**src/rtl/proc_pkg.sv**
```systemverilog
// Shared constants and FSM encoding for the data-memory controller.
package proc_pkg;

    localparam int DATA_W    = 32;
    localparam int MEM_DEPTH = 64;
    localparam int OS_LIMIT  = 687;
    localparam int CTX_SLOT  = 63;

    typedef enum logic [1:0] {
        IDLE     = 2'd0,
        CPU_ACC  = 2'd1,
        CPU_RESP = 2'd2,
        CTX_SAVE = 2'd3
    } state_e;

endpackage

```
**src/rtl/ctx_trigger.sv**
```systemverilog
// Context-save trigger: OS-exit edge detect or program-end strobe,
// with a single-entry pending flag for triggers that arrive while the FSM is busy.
module ctx_trigger #(
    parameter int DATA_W   = proc_pkg::DATA_W,
    parameter int OS_LIMIT = proc_pkg::OS_LIMIT
) (
    input  logic              clk,
    input  logic              rst_n,
    input  logic [DATA_W-1:0] pos_atual,
    input  logic              fim_prog,
    input  logic              fsm_idle,
    input  logic              save_done,
    output logic              trig,
    output logic              pending
);

    logic in_user;
    logic in_user_d, in_user_q;
    logic pending_d, pending_q;

    assign in_user = pos_atual > DATA_W'(OS_LIMIT);

    // NOTE: every always_comb output gets a value before any branch, so no latch can be inferred.
    always_comb begin
        trig      = (in_user && !in_user_q) || fim_prog;
        in_user_d = in_user;
        // A fresh trigger during the save cycle must survive the clear.
        pending_d = (trig && !fsm_idle) || (pending_q && !save_done);
    end

    // NOTE: state registers use non-blocking assignments so every flop samples pre-edge values.
    always_ff @(posedge clk or negedge rst_n) begin
        if (!rst_n) begin
            in_user_q <= 1'b0;
            pending_q <= 1'b0;
        end else begin
            in_user_q <= in_user_d;
            pending_q <= pending_d;
        end
    end

    assign pending = pending_q;

endmodule

```
**src/rtl/ctrl_mem_dados.sv**
```systemverilog
// Data-memory controller: arbitrates CPU word accesses against PC context saves
// into a reserved memory slot.
module ctrl_mem_dados #(
    parameter int  DATA_W    = proc_pkg::DATA_W,
    parameter int  MEM_DEPTH = proc_pkg::MEM_DEPTH,
    parameter int  OS_LIMIT  = proc_pkg::OS_LIMIT,
    parameter int  CTX_SLOT  = proc_pkg::CTX_SLOT,
    localparam int AW        = $clog2(MEM_DEPTH)
) (
    input  logic              clk,
    input  logic              rst_n,
    input  logic              cpu_req,
    input  logic              cpu_we,
    input  logic [DATA_W-1:0] cpu_addr,
    input  logic [DATA_W-1:0] cpu_wdata,
    output logic              cpu_gnt,
    output logic              cpu_valid,
    output logic [DATA_W-1:0] cpu_rdata,
    input  logic [DATA_W-1:0] pos_atual,
    input  logic [DATA_W-1:0] end_atual,
    input  logic              fim_prog,
    output logic              mem_we,
    output logic [AW-1:0]     mem_addr,
    output logic [DATA_W-1:0] mem_wdata,
    input  logic [DATA_W-1:0] mem_rdata,
    output logic [DATA_W-1:0] saida_pc,
    output logic              ctx_busy
);

    import proc_pkg::*;

    state_e            state_d, state_q;
    logic              we_d, we_q;
    logic [DATA_W-1:0] addr_d, addr_q;
    logic [DATA_W-1:0] wdata_d, wdata_q;
    logic              cpu_gnt_d, cpu_gnt_q;
    logic              cpu_valid_d, cpu_valid_q;
    logic [DATA_W-1:0] cpu_rdata_d, cpu_rdata_q;
    logic [DATA_W-1:0] saida_pc_d, saida_pc_q;
    logic              ctx_busy_d, ctx_busy_q;
    logic              trig, pending, in_range;

    ctx_trigger #(
        .DATA_W   (DATA_W),
        .OS_LIMIT (OS_LIMIT)
    ) u_ctx_trigger (
        .clk       (clk),
        .rst_n     (rst_n),
        .pos_atual (pos_atual),
        .fim_prog  (fim_prog),
        .fsm_idle  (state_q == IDLE),
        .save_done (state_q == CTX_SAVE),
        .trig      (trig),
        .pending   (pending)
    );

    assign in_range = addr_q < DATA_W'(MEM_DEPTH);

    always_comb begin
        state_d     = state_q;
        we_d        = we_q;
        addr_d      = addr_q;
        wdata_d     = wdata_q;
        cpu_gnt_d   = 1'b0;
        cpu_valid_d = 1'b0;
        cpu_rdata_d = cpu_rdata_q;
        saida_pc_d  = saida_pc_q;
        ctx_busy_d  = 1'b0;
        mem_we      = 1'b0;
        mem_addr    = '0;
        mem_wdata   = '0;

        unique case (state_q)
            IDLE: begin
                if (trig || pending) begin
                    state_d    = CTX_SAVE;
                    ctx_busy_d = 1'b1;
                end else if (cpu_req) begin
                    state_d   = CPU_ACC;
                    cpu_gnt_d = 1'b1;
                    we_d      = cpu_we;
                    addr_d    = cpu_addr;
                    wdata_d   = cpu_wdata;
                end
            end
            CPU_ACC: begin
                mem_addr = addr_q[AW-1:0];
                if (we_q) begin
                    mem_we    = in_range;
                    mem_wdata = wdata_q;
                end else begin
                    // Out-of-range reads return zero rather than an aliased word.
                    cpu_rdata_d = in_range ? mem_rdata : '0;
                end
                state_d = CPU_RESP;
            end
            CPU_RESP: begin
                cpu_valid_d = 1'b1;
                state_d     = IDLE;
            end
            CTX_SAVE: begin
                mem_we     = 1'b1;
                mem_addr   = AW'(CTX_SLOT);
                mem_wdata  = end_atual;
                saida_pc_d = end_atual;
                state_d    = IDLE;
            end
            default: state_d = IDLE;
        endcase
    end

    always_ff @(posedge clk or negedge rst_n) begin
        if (!rst_n) begin
            state_q     <= IDLE;
            we_q        <= 1'b0;
            addr_q      <= '0;
            wdata_q     <= '0;
            cpu_gnt_q   <= 1'b0;
            cpu_valid_q <= 1'b0;
            cpu_rdata_q <= '0;
            saida_pc_q  <= '0;
            ctx_busy_q  <= 1'b0;
        end else begin
            state_q     <= state_d;
            we_q        <= we_d;
            addr_q      <= addr_d;
            wdata_q     <= wdata_d;
            cpu_gnt_q   <= cpu_gnt_d;
            cpu_valid_q <= cpu_valid_d;
            cpu_rdata_q <= cpu_rdata_d;
            saida_pc_q  <= saida_pc_d;
            ctx_busy_q  <= ctx_busy_d;
        end
    end

    assign cpu_gnt   = cpu_gnt_q;
    assign cpu_valid = cpu_valid_q;
    assign cpu_rdata = cpu_rdata_q;
    assign saida_pc  = saida_pc_q;
    assign ctx_busy  = ctx_busy_q;

endmodule
```
**config.mk**
```make
export PLATFORM = sky130hd
export DESIGN_NAME = ctrl_mem_dados
export DESIGN_NICKNAME = d
export VERILOG_FILES = /design/src/rtl/proc_pkg.sv /design/src/rtl/ctx_trigger.sv /design/src/rtl/ctrl_mem_dados.sv
export SDC_FILE = /design/constraint.sdc
export NUM_CORES = 1
export LEC_CHECK = 0
export CELL_PAD_IN_SITES_DETAIL_PLACEMENT = 1
export CELL_PAD_IN_SITES_GLOBAL_PLACEMENT = 2
export CORE_MARGIN = 2
export CORE_UTILIZATION = 26
export CTS_CLUSTER_SIZE = 25
export DETAILED_ROUTE_END_ITERATION = 10
export HOLD_SLACK_MARGIN = 0.02
export PLACE_DENSITY_LB_ADDON = 0.15
export SLEW_MARGIN = 10
export SYNTH_ARGS = -nofsm -noshare
export SYNTH_HDL_FRONTEND = slang
export SYNTH_SLANG_ARGS = --single-unit
```
**constraint.sdc**
```tcl
create_clock -name clk -period 2.72 [get_ports clk]
set_clock_uncertainty 0.05 [all_clocks]
set_input_delay 0.544 -clock clk [delete_from_list [all_inputs] [get_ports clk]]
set_output_delay 0.544 -clock clk [all_outputs]
set_load 0.1 [all_outputs]
```
==> flow_metrics.py <==
metrics = {
    "routing": {
        "dr_total_vias": 4830,
        "drt-initial-drc-count": 143,
        "drt_pass1_iterations": 4,
        "ant_nets": 0,
        "routedWlPerCell_um": 16.64,
        "route.detailed.drc": 0,
        "totalWireLength_um": 18340,
        "viasPerCell": 4.383,
    },
    "pwr": {
        "p_leak_nw": 4.768,
        "p_per_area_mw_per_mm2": 1274,
        "ir_drop_uv": 681.6,
    },
    "global_routing": {
        "gr-total-overflow": 0,
        "grt_pass1_vias": 5397,
        "grt.total_usage": 0.1622,
        "antenna_found_initial": 2,
        "grt_pass1_wl_um": 29790,
        "grt_max_degree": 65,
    },
    "setup_path": {
        "r2r-end": "wdata_q[19]",
        "crit_path_max_fanout": 2,
        "cpMaxStageDelayCell": "dfrtp_1",
        "crit_type": "reg2out",
        "crit_required_ns": 2.13,
        "start_kind": "register",
        "startpoint": "addr_q[30]",
        "slowest_delay_ns": 0.38,
        "critPathCaptureType": "output port",
        "cp_cell_sequence": "nor4_1 -> nand4_1 -> nor2_2 -> and2_1 -> o21a_1 -> buf_12",
        "r2r-start": "state_q[1]",
        "r2r_slack_ns": 0.80,
        "critPathArrivalTime_ns": 1.98,
        "crit_path_end": "mem_we",
        "ff2ff_path_depth": 5,
    },
    "synthesis": {
        "yosysWarnings": 0,
        "synth_seq_cells": 136,
        "syn_area_mm2": 0.005734,
        "avgSynthCellArea_um2": 10.66,
        "synth_cell_types": 25,
        "syn_nets": 703,
        "yosysSeqAreaShare": 0.5935,
        "synthCells": 538,
    },
    "cts": {
        "cts_sinks": 136,
        "numCtsBuffers": 17,
        "clk_latency_ns": 0.41,
        "cts_tree": "built",
        "cts_buffer_depth": 2,
        "clk_pin_slew_worst_paths_ns": 0.06,
        "htreeDepth": 4,
        "post-cts-setup-buffers": 0,
        "cts_root_buf": "clkbuf_16",
    },
    "timing": {
        "rsz0062_at_grt": "false",
        "period_share": 0.9454,
        "setup_viol": 0,
        "post-route-min-period_ns": 2.572,
        "hold_violations": 0,
        "finalSetupTns_ns": 0,
        "hold_ws_ns": 0.4191,
        "fin_ws_ns": 0.1484,
        "worst_pin_slew_ns": 0.7365,
        "slew_viol_final": 0,
        "maxSlewHeadroom": 0.5090,
        "fmax_mhz": 388.9,
    },
    "cells_and_area": {
        "drive_gt1_frac": 0.2695,
        "stdcell_area_mm2": 0.009529,
        "nNetsFinal": 972,
        "area_growth_pct": 66.18,
    },
    "placed_design": {
        "placed_area_mm2": 0.008905,
        "io_buffer_count": 266,
        "pre_cts_slack_ns": -0.1866,
        "gp_congestion": 0.7482,
        "hpwlAfterDp_um": 13360,
    },
    "floorplan": {
        "io_pins": 271,
        "core_area_mm2": 0.02176,
        "die_y_um": 152.5,
        "dieArea_mm2": 0.02326,
        "start_util": 0.2636,
        "rows": 54,
        "die_x_um": 152.5,
    },
    "worst_hold_path": {
        "min_path_type": "reg2reg",
    },
    "run_status": {
        "status": "finished clean",
    },
    "job": {
        "timing.max_cap.violations": 0,
    },
}
-- stage by stage --
stage          cells  total power [mW]  utilization
3_5_place_dp    1067             9.850       0.4093
3_3_place_gp    1067             9.732       0.4093
2_1_floorplan    538             7.819            -
4_1_cts         1100             12.29       0.4375
5_1_grt         1102             12.72       0.4380
6_report        1102             12.14       0.4380
-- flip-flops by register name, summed over array words and instances, names as in the netlist --
signal and count:
ctx_busy 1, state_q 2, u_ctx_trigger.in_user_q 1, wdata_q 32, we_q 1, cpu_rdata 32
cpu_valid 1, u_ctx_trigger.pending 1, saida_pc 32, addr_q 32, cpu_gnt 1
-- worst min path at each step --
stage	from	endpoint	cells past startpoint
CTS	cpu_rdata[17]	cpu_rdata[17]	2
finish	cpu_rdata[17]	cpu_rdata[17]	2
global route	cpu_rdata[2]	cpu_rdata[2]	2
floorplan	rst_n	addr_q[0]	0
global placement	cpu_rdata[2]	cpu_rdata[2]	2
detailed placement	cpu_rdata[17]	cpu_rdata[17]	2
-- cell type report --
class | count | area (µm²)
fill | 2393 | 12230
clock buffer | 18 | 429.2
sequential | 136 | 3403
clock inverter | 14 | 173.9
antenna | 2 | 5.005
tap | 280 | 350.3
inverter | 3 | 11.26
multi-input combinational | 369 | 2187
timing repair buffer | 280 | 2969
-- routing by layer --
layer,global-route usage,share of wire
met2,0.2660,0.49
met3,0.05091,0.070
met5,0,0
met4,0.06129,0.024
met1,0.2012,0.42
-- report_power, final --
group | internal, mW | total (mW) | switching [mW]
sequential | 2.80 | 3.25 | 0.454
combinational | 2.02 | 6.51 | 4.49
clock | 1.45 | 2.38 | 0.930
total | 6.27 | 12.1 | 5.88
-- worst max-delay path, delay by kind of cell (launching register included) --
kind	cells	cell delay, ns
buffers and inverters	1	0.19
AOI/OAI and AO/OA	1	0.15
and+or+nand+nor	4	0.84
DFF	1	0.38
-- cells by family after synthesis --
| kind of cell | Yosys count | share of synthesized area |
|---|---|---|
| and+or+nand+nor | 291 | 0.2090 |
| DFF | 136 | 0.5935 |
| muxes | 65 | 0.1532 |
| buffers and inverters | 33 | 0.02749 |
| AOI/OAI and AO/OA | 13 | 0.01680 |
-- cell usage after synthesis --
cell type  count  area (µm²)
a211oi_1       1       7.510
a21oi_1        2       10.01
a31oi_1        1       6.260
and2_1         3       18.77
and3b_1        1       8.760
buf_1          1       3.750
buf_4          1       7.510
buf_6          4       45.04
clkbuf_1      24       90.09
dfrtp_1      136        3403
inv_1          3       11.26
mux2_2        26       292.8
mux2_4        39       585.6
nand2_1      229       859.6
nand3_1       33       165.2
nand4_1        3       18.77
nor2_1         4       15.01
nor2b_1        1       6.260
nor3_1         3       15.01
nor3b_1        1       7.510
nor4_1        11       68.82
o21a_1         8       60.06
o31ai_2        1       12.51
or3_1          1       6.260
or3b_2         1       8.760
-- placed cells by master, fill, tap and decap left out, types with 3 or more instances in the layout --
master           count
nor2_1               3
nor4_1              10
clkinvlp_4           4
mux2_2              26
clkinv_4             3
dfrtp_1            136
inv_1                3
clkbuf_16           17
nand2_1            229
bufinv_16            3
mux2_4              39
and2_1               3
o21a_1               8
clkdlybuf4s50_1    159
nand4_1              3
buf_4               82
buf_12              37
nand3_1             33
nor3_1               3
-- repair_timing --
| action | in CTS | in global routing |
|---|---|---|
| hold buffers | 1 | 0 |
| endpoints found under the setup margin | 0 | 1 |
| hold endpoints to repair | 8 | 0 |
| resized for setup | 0 | 1 |
Power figures use the tool's default switching activity.
==> variant 1 (same settings) <==
Change the package constant `DATA_W` from 32 to 64.
--- a/src/rtl/proc_pkg.sv
+++ b/src/rtl/proc_pkg.sv
@@ -1,7 +1,7 @@
 // Shared constants and FSM encoding for the data-memory controller.
 package proc_pkg;
 
-    localparam int DATA_W    = 32;
+    localparam int DATA_W    = 64;
     localparam int MEM_DEPTH = 64;
     localparam int OS_LIMIT  = 687;
     localparam int CTX_SLOT  = 63;
Interface: changed (8 resized); port bits go from 271 to 527. No check against the original RTL was run, so the function may have changed too.
==> variant 1 against the original RTL <==
- the flow now finishes with violations (negative setup slack)
- routed wire length increased by 120%
- synthesized area increased by 83%
- cell count increased by 80%
- core utilization increased by 1.4 points
- sequential power increased by 91%
- design area increased by 89%
- sequential cell count increased by 128
- power increased by 84%
- setup slack got worse by 0.24 ns
- critical path type unchanged
- critical endpoint unchanged
- largest cell class unchanged
==> variant 1: results (changes against the original RTL) <==
* Area of placed instances at 0.0168 sq mm (+88%)
* Drt first-iter violations at 341 (+140%)
* Status: finished, violations left
* I/O Buffers at 522 (+96%)
* GPL Wtd Cong at 0.812 (+8.5%)
* Hpwl dp at 30.0 mm (+120%)
* Leak at 0.00857 uW (+80%)
* Initial antenna violation count at 10 (+8)
* CP arrival at 2.22 ns (+0.24 ns)
* Sequential area share after synthesis at 0.628 (+0.0346)
* Failing checks: negative setup slack
* Library cells used by synthesis at 24 (-4.0%)
* Most frequent cell after synthesis: nand2_1
* Syn Nets at 1,229 (+75%)
* Ys async rst share at 1.00 (unchanged)
* Largest net degree at the start of global routing at 71 (+9.2%)
* Global Route Usage Sum at 0.190 (+0.0278)
* Fillers at 4,287 (+79%)
* Switching part of the total power at 0.487 (+0.00340)
* Worst Slack Setup Final at -0.0937 ns (-0.242 ns)
* CTS max path bufs at 3 (+1)
* Slew headroom at 0.588 (+0.0789)
* Maximum vdd drop at 0.476 mV (-30%)
* Nets@finish at 1,761 (+81%)
* H-tree depth at 2 (-2)
* Leading cell types by total area after synthesis: dfrtp_1 63%, nand2_1 12%, mux2_1 11%
* Synth cell count leaders: 324 x nand2_1, 264 x dfrtp_1, 99 x mux2_1, 64 x a22o_1, 30 x mux2_2
* Ratio of cells with drive above 1 in the final layout at 0.224 (-0.0451)
* Grt met1 use at 0.228 (+0.0263)
* GR Util met3 at 0.0748 (+0.0239)
* Via count at 8,800 (+82%)
* Setup TNS at -0.0937 ns (-0.0937 ns)
* Num CTS Buffers at 34 (+17)
* Clk Latency, worst-skew pair at 0.53 ns (+0.12 ns)
* First-pass GRT wire length at 59.8 mm (+100%)
* Max FO, Critical Path at 2 (unchanged)
* Synth warn at 0 (unchanged)
* # setup viols final at 1 (+1)
* GRT met2 Usage at 0.309 (+0.0428)
* Vias in the first global route at 9,588 (+78%)
* Final WL at 40.3 mm (+120%)
==> variant 1: cell types whose count changed after synthesis, sizes merged, moves of 15 or more <==
cell   before  now
nand2     229  324
buf         6   21
mux2       65  129
nand3      33    2
dfrtp     136  264
nor4       11   29
a22o        0   64
==> variant 1: power groups by stage <==
| stage | Clock [uW] | Sequential, uW | Combinational (uW) |
|---|---|---|---|
| finish | 4410 | 6200 | 11700 |
| global placement | 0 | 6170 | 11600 |
| floorplan | 0 | 9430 | 4590 |
| global route | 4720 | 6410 | 12200 |
| detailed placement | 0 | 6240 | 11700 |
| CTS | 4580 | 6220 | 11800 |
==> variant 1: cells by family after synthesis <==
kind of cell    after synthesis  synth area share
compound gates               71            0.0581
mux                         129             0.138
flops                       264             0.628
simple gates                386             0.149
buf+inv                      54            0.0271
==> variant 1: through the flow <==
stage | utilization | instances | setup slack, ns | hold WS (ns) | power (uW)
2_1_floorplan | - | 904 | 0.0426 | 0.198 | 14000
3_3_place_gp | 0.421 | 1921 | -0.402 | 0.409 | 17800
3_5_place_dp | 0.421 | 1921 | -0.451 | 0.413 | 18000
4_1_cts | 0.450 | 1979 | -0.172 | 0.427 | 22600
5_1_grt | 0.452 | 1983 | -0.212 | 0.442 | 23400
6_report | 0.452 | 1985 | -0.0937 | 0.422 | 22300
==> variant 1: final cells by class <==
cell class                      count  area (sq um)  area share
Timing Repair Buffer              546          5870       0.326
Antenna cell                        3          7.51    0.000417
Multi-Input combinational cell    586          3750       0.209
Inverter                            4          15.0    0.000835
Clock buffer                       50          1020      0.0568
Clock inverter                      7          63.8     0.00355
Sequential cell                   264          6610       0.367
Tap cell                          525           657      0.0365
==> variant 1: repair_timing <==
item                       in CTS  in global routing
hold endpoints to repair       42                  0
hold buffers                    1                  0
pin swaps                       5                  2
resized for setup              13                  6
setup endpoints to repair      36                 57
setup buffers                   0                  3
==> variant 1: critical path, stage by stage, from the launching register on <==
cell and delay (ns):
dfrtp_1 0.39, nor4_2 0.31, nand4_1 0.20, nor4_4 0.30
buf_4 0.16, nand3_2 0.07, nand2_2 0.08, buf_12 0.18
==> variant 1: path summary, 6_finish.rpt <==
kind | from | end | slack, ns
worst max-delay path | addr_q[33] | mem_we | -0.09
max in group asynchronous | rst_n | saida_pc[43] | 1.13
worst min-delay path | saida_pc[20] | saida_pc[20] | 0.42
min in group asynchronous | rst_n | saida_pc[59] | 0.49
worst min register to register | saida_pc[20] | saida_pc[20] | 0.42
worst max register to register | state_q[0] | wdata_q[62] | 0.43
==> variant 1: layer usage <==
layer  share of wire  wire, um
met1            0.41     16300
met2            0.47     18900
met3           0.093      3760
met4           0.028      1130
met5          0.0027       108
==> variant 2 (same flow settings) <==
Without the edit above. Encoding of `state_e`: now one-hot (4 bits for 4 states).
--- a/src/rtl/proc_pkg.sv
+++ b/src/rtl/proc_pkg.sv
@@ -6,11 +6,11 @@
     localparam int OS_LIMIT  = 687;
     localparam int CTX_SLOT  = 63;
 
-    typedef enum logic [1:0] {
-        IDLE     = 2'd0,
-        CPU_ACC  = 2'd1,
-        CPU_RESP = 2'd2,
-        CTX_SAVE = 2'd3
+    typedef enum logic [3:0] {
+        IDLE     = 4'b0001,
+        CPU_ACC  = 4'b0010,
+        CPU_RESP = 4'b0100,
+        CTX_SAVE = 4'b1000
     } state_e;
 
 endpackage
Behaviour: no difference found for any inputs over 10 cycles, from zero or initial values and one cycle with rst_n low; not proved beyond that.
==> variant 2 against the original RTL <==
- sequential cell count rose by 2
- setup slack got worse by 0.14 ns
- routed wire length barely moved
- critical path type unchanged
- non-clock buffer count rose by 3
- design area rose by 1.4%
- count of clock-buffer cells in the layout rose by 1
- synthesized area fell by 1.1%
- global-route usage rose by 0.092 points
- cell count rose by 0.91%
Power is not shown: default switching activity piles up to over one toggle a cycle in this logic, so the estimate is an artifact.
==> variant 2: results (changes against the original RTL) <==
* Hpwl dp at 13.7 mm (+2.4%)
* Status: completed
* Vias per inst at 4.38 (about the same)
* Drt first-iter violations at 85 (-41%)
* Initial antenna violation count at 0 (-2)
* Global Route Usage Sum at 0.163 (+0.000918)
* Library cells used by synthesis at 29 (+16%)
* Vias in the first global route at 5,338 (-1.1%)
* H-tree depth at 4 (unchanged)
* Worst slew pin tran at 0.522 ns (-0.214 ns)
* Synth cell count leaders: 242 x nand2_1, 137 x dfrtp_1, 39 x mux2_1, 34 x o21ai_0, 26 x mux2_2
* # diodes at 0 (-2)
* Final WL at 18.3 mm (about the same)
* Setup WS pre-CTS at -0.303 ns (-0.117 ns)
* GR Util met3 at 0.0554 (+0.00448)
* Largest net degree at the start of global routing at 66 (+1.5%)
* GPL Wtd Cong at 0.737 (-1.4%)
* Clk root buf: clkbuf_16
* Synth warn at 0 (unchanged)
* Fillers at 2,364 (-1.2%)
* Syn Nets at 712 (+1.3%)
* Metal1 wirelength at 7.14 mm (-7.0%)
* Routed met2 length at 9.50 mm (+6.5%)
* GRT met2 Usage at 0.281 (+0.0153)
* Mapped Cells at 547 (+1.7%)
* Nets@finish at 984 (+1.2%)
* Met3 routed WL at 1.39 mm (+7.7%)
* First-pass GRT wire length at 28.4 mm (-4.6%)
* CP arrival at 2.12 ns (+0.14 ns)
* Tightest Hold Check Type: input pin to async pin
* Area of placed instances at 0.00897 sq mm (+0.72%)
* Grt met1 use at 0.188 (-0.0132)
* Sequential area share after synthesis at 0.609 (+0.0157)
* Leading cell types by total area after synthesis: dfrtp_1 60%, nand2_1 16%, mux2_1 7.7%
* Wire length per cell at 16.5 um (-0.87%)
* Ratio of cells with drive above 1 in the final layout at 0.231 (-0.0387)
[variant 2: changes by cell type after synthesis, moves of 8 or more]
cell	change
mux2_1	+39
mux2_4	-39
o21ai_0	+34
nand3_1	-33
nand2_1	+13
o21a_1	-8
[variant 2: path summary, 6_finish.rpt]
check	start	to	slack, ns	cells after the start
worst max-delay path	addr_q[23]	mem_we	0.005	6
worst min-delay path	rst_n	cpu_rdata[25]	0.01	1
worst max register to register	state_q[0]	addr_q[12]	0.46	6
worst min register to register	saida_pc[28]	saida_pc[28]	0.43	2
max in group asynchronous	rst_n	state_q[0]	1.81	2
min in group clk	saida_pc[28]	saida_pc[28]	0.43	2
[variant 2: logic make-up (layout without fill, tap and decap cells)]
family / after synthesis / in the layout / share of synthesized area
AOI/OAI and AO/OA: 38 / 38 / 0.0353
xor gates and xnor gates: 1 / 1 / 0.00154
buffers and inverters: 31 / 316 / 0.0271
DFF: 138 / 138 / 0.609
muxes: 65 / 65 / 0.129
and+or+nand+nor: 274 / 274 / 0.198
[variant 2: worst max-delay path, stage by stage (launching register included)]
cell     delay (ns)
dfrtp_1        0.37
or4_4          0.55
nor4_4         0.15
nand4_1        0.14
buf_6          0.16
o21ai_4        0.14
buf_12         0.19
[variant 2: area by class of cell]
class	count	area [sq um]	area share
multi-input combinational	378	2120	0.220
inverter	1	3.75	0.000388
sequential	138	3450	0.357
tap	280	350	0.0363
clock buffer	19	453	0.0469
timing repair buffer	283	3090	0.320
clock inverter	13	189	0.0195
[variant 2: what timing repair did]
action | 4_1_cts | 5_1_grt
buffers inserted | 1 | 0
resized for setup | 4 | 5
endpoints found under the setup margin | 1 | 28
hold endpoints to repair | 0 | 0
pin swaps | 3 | 2
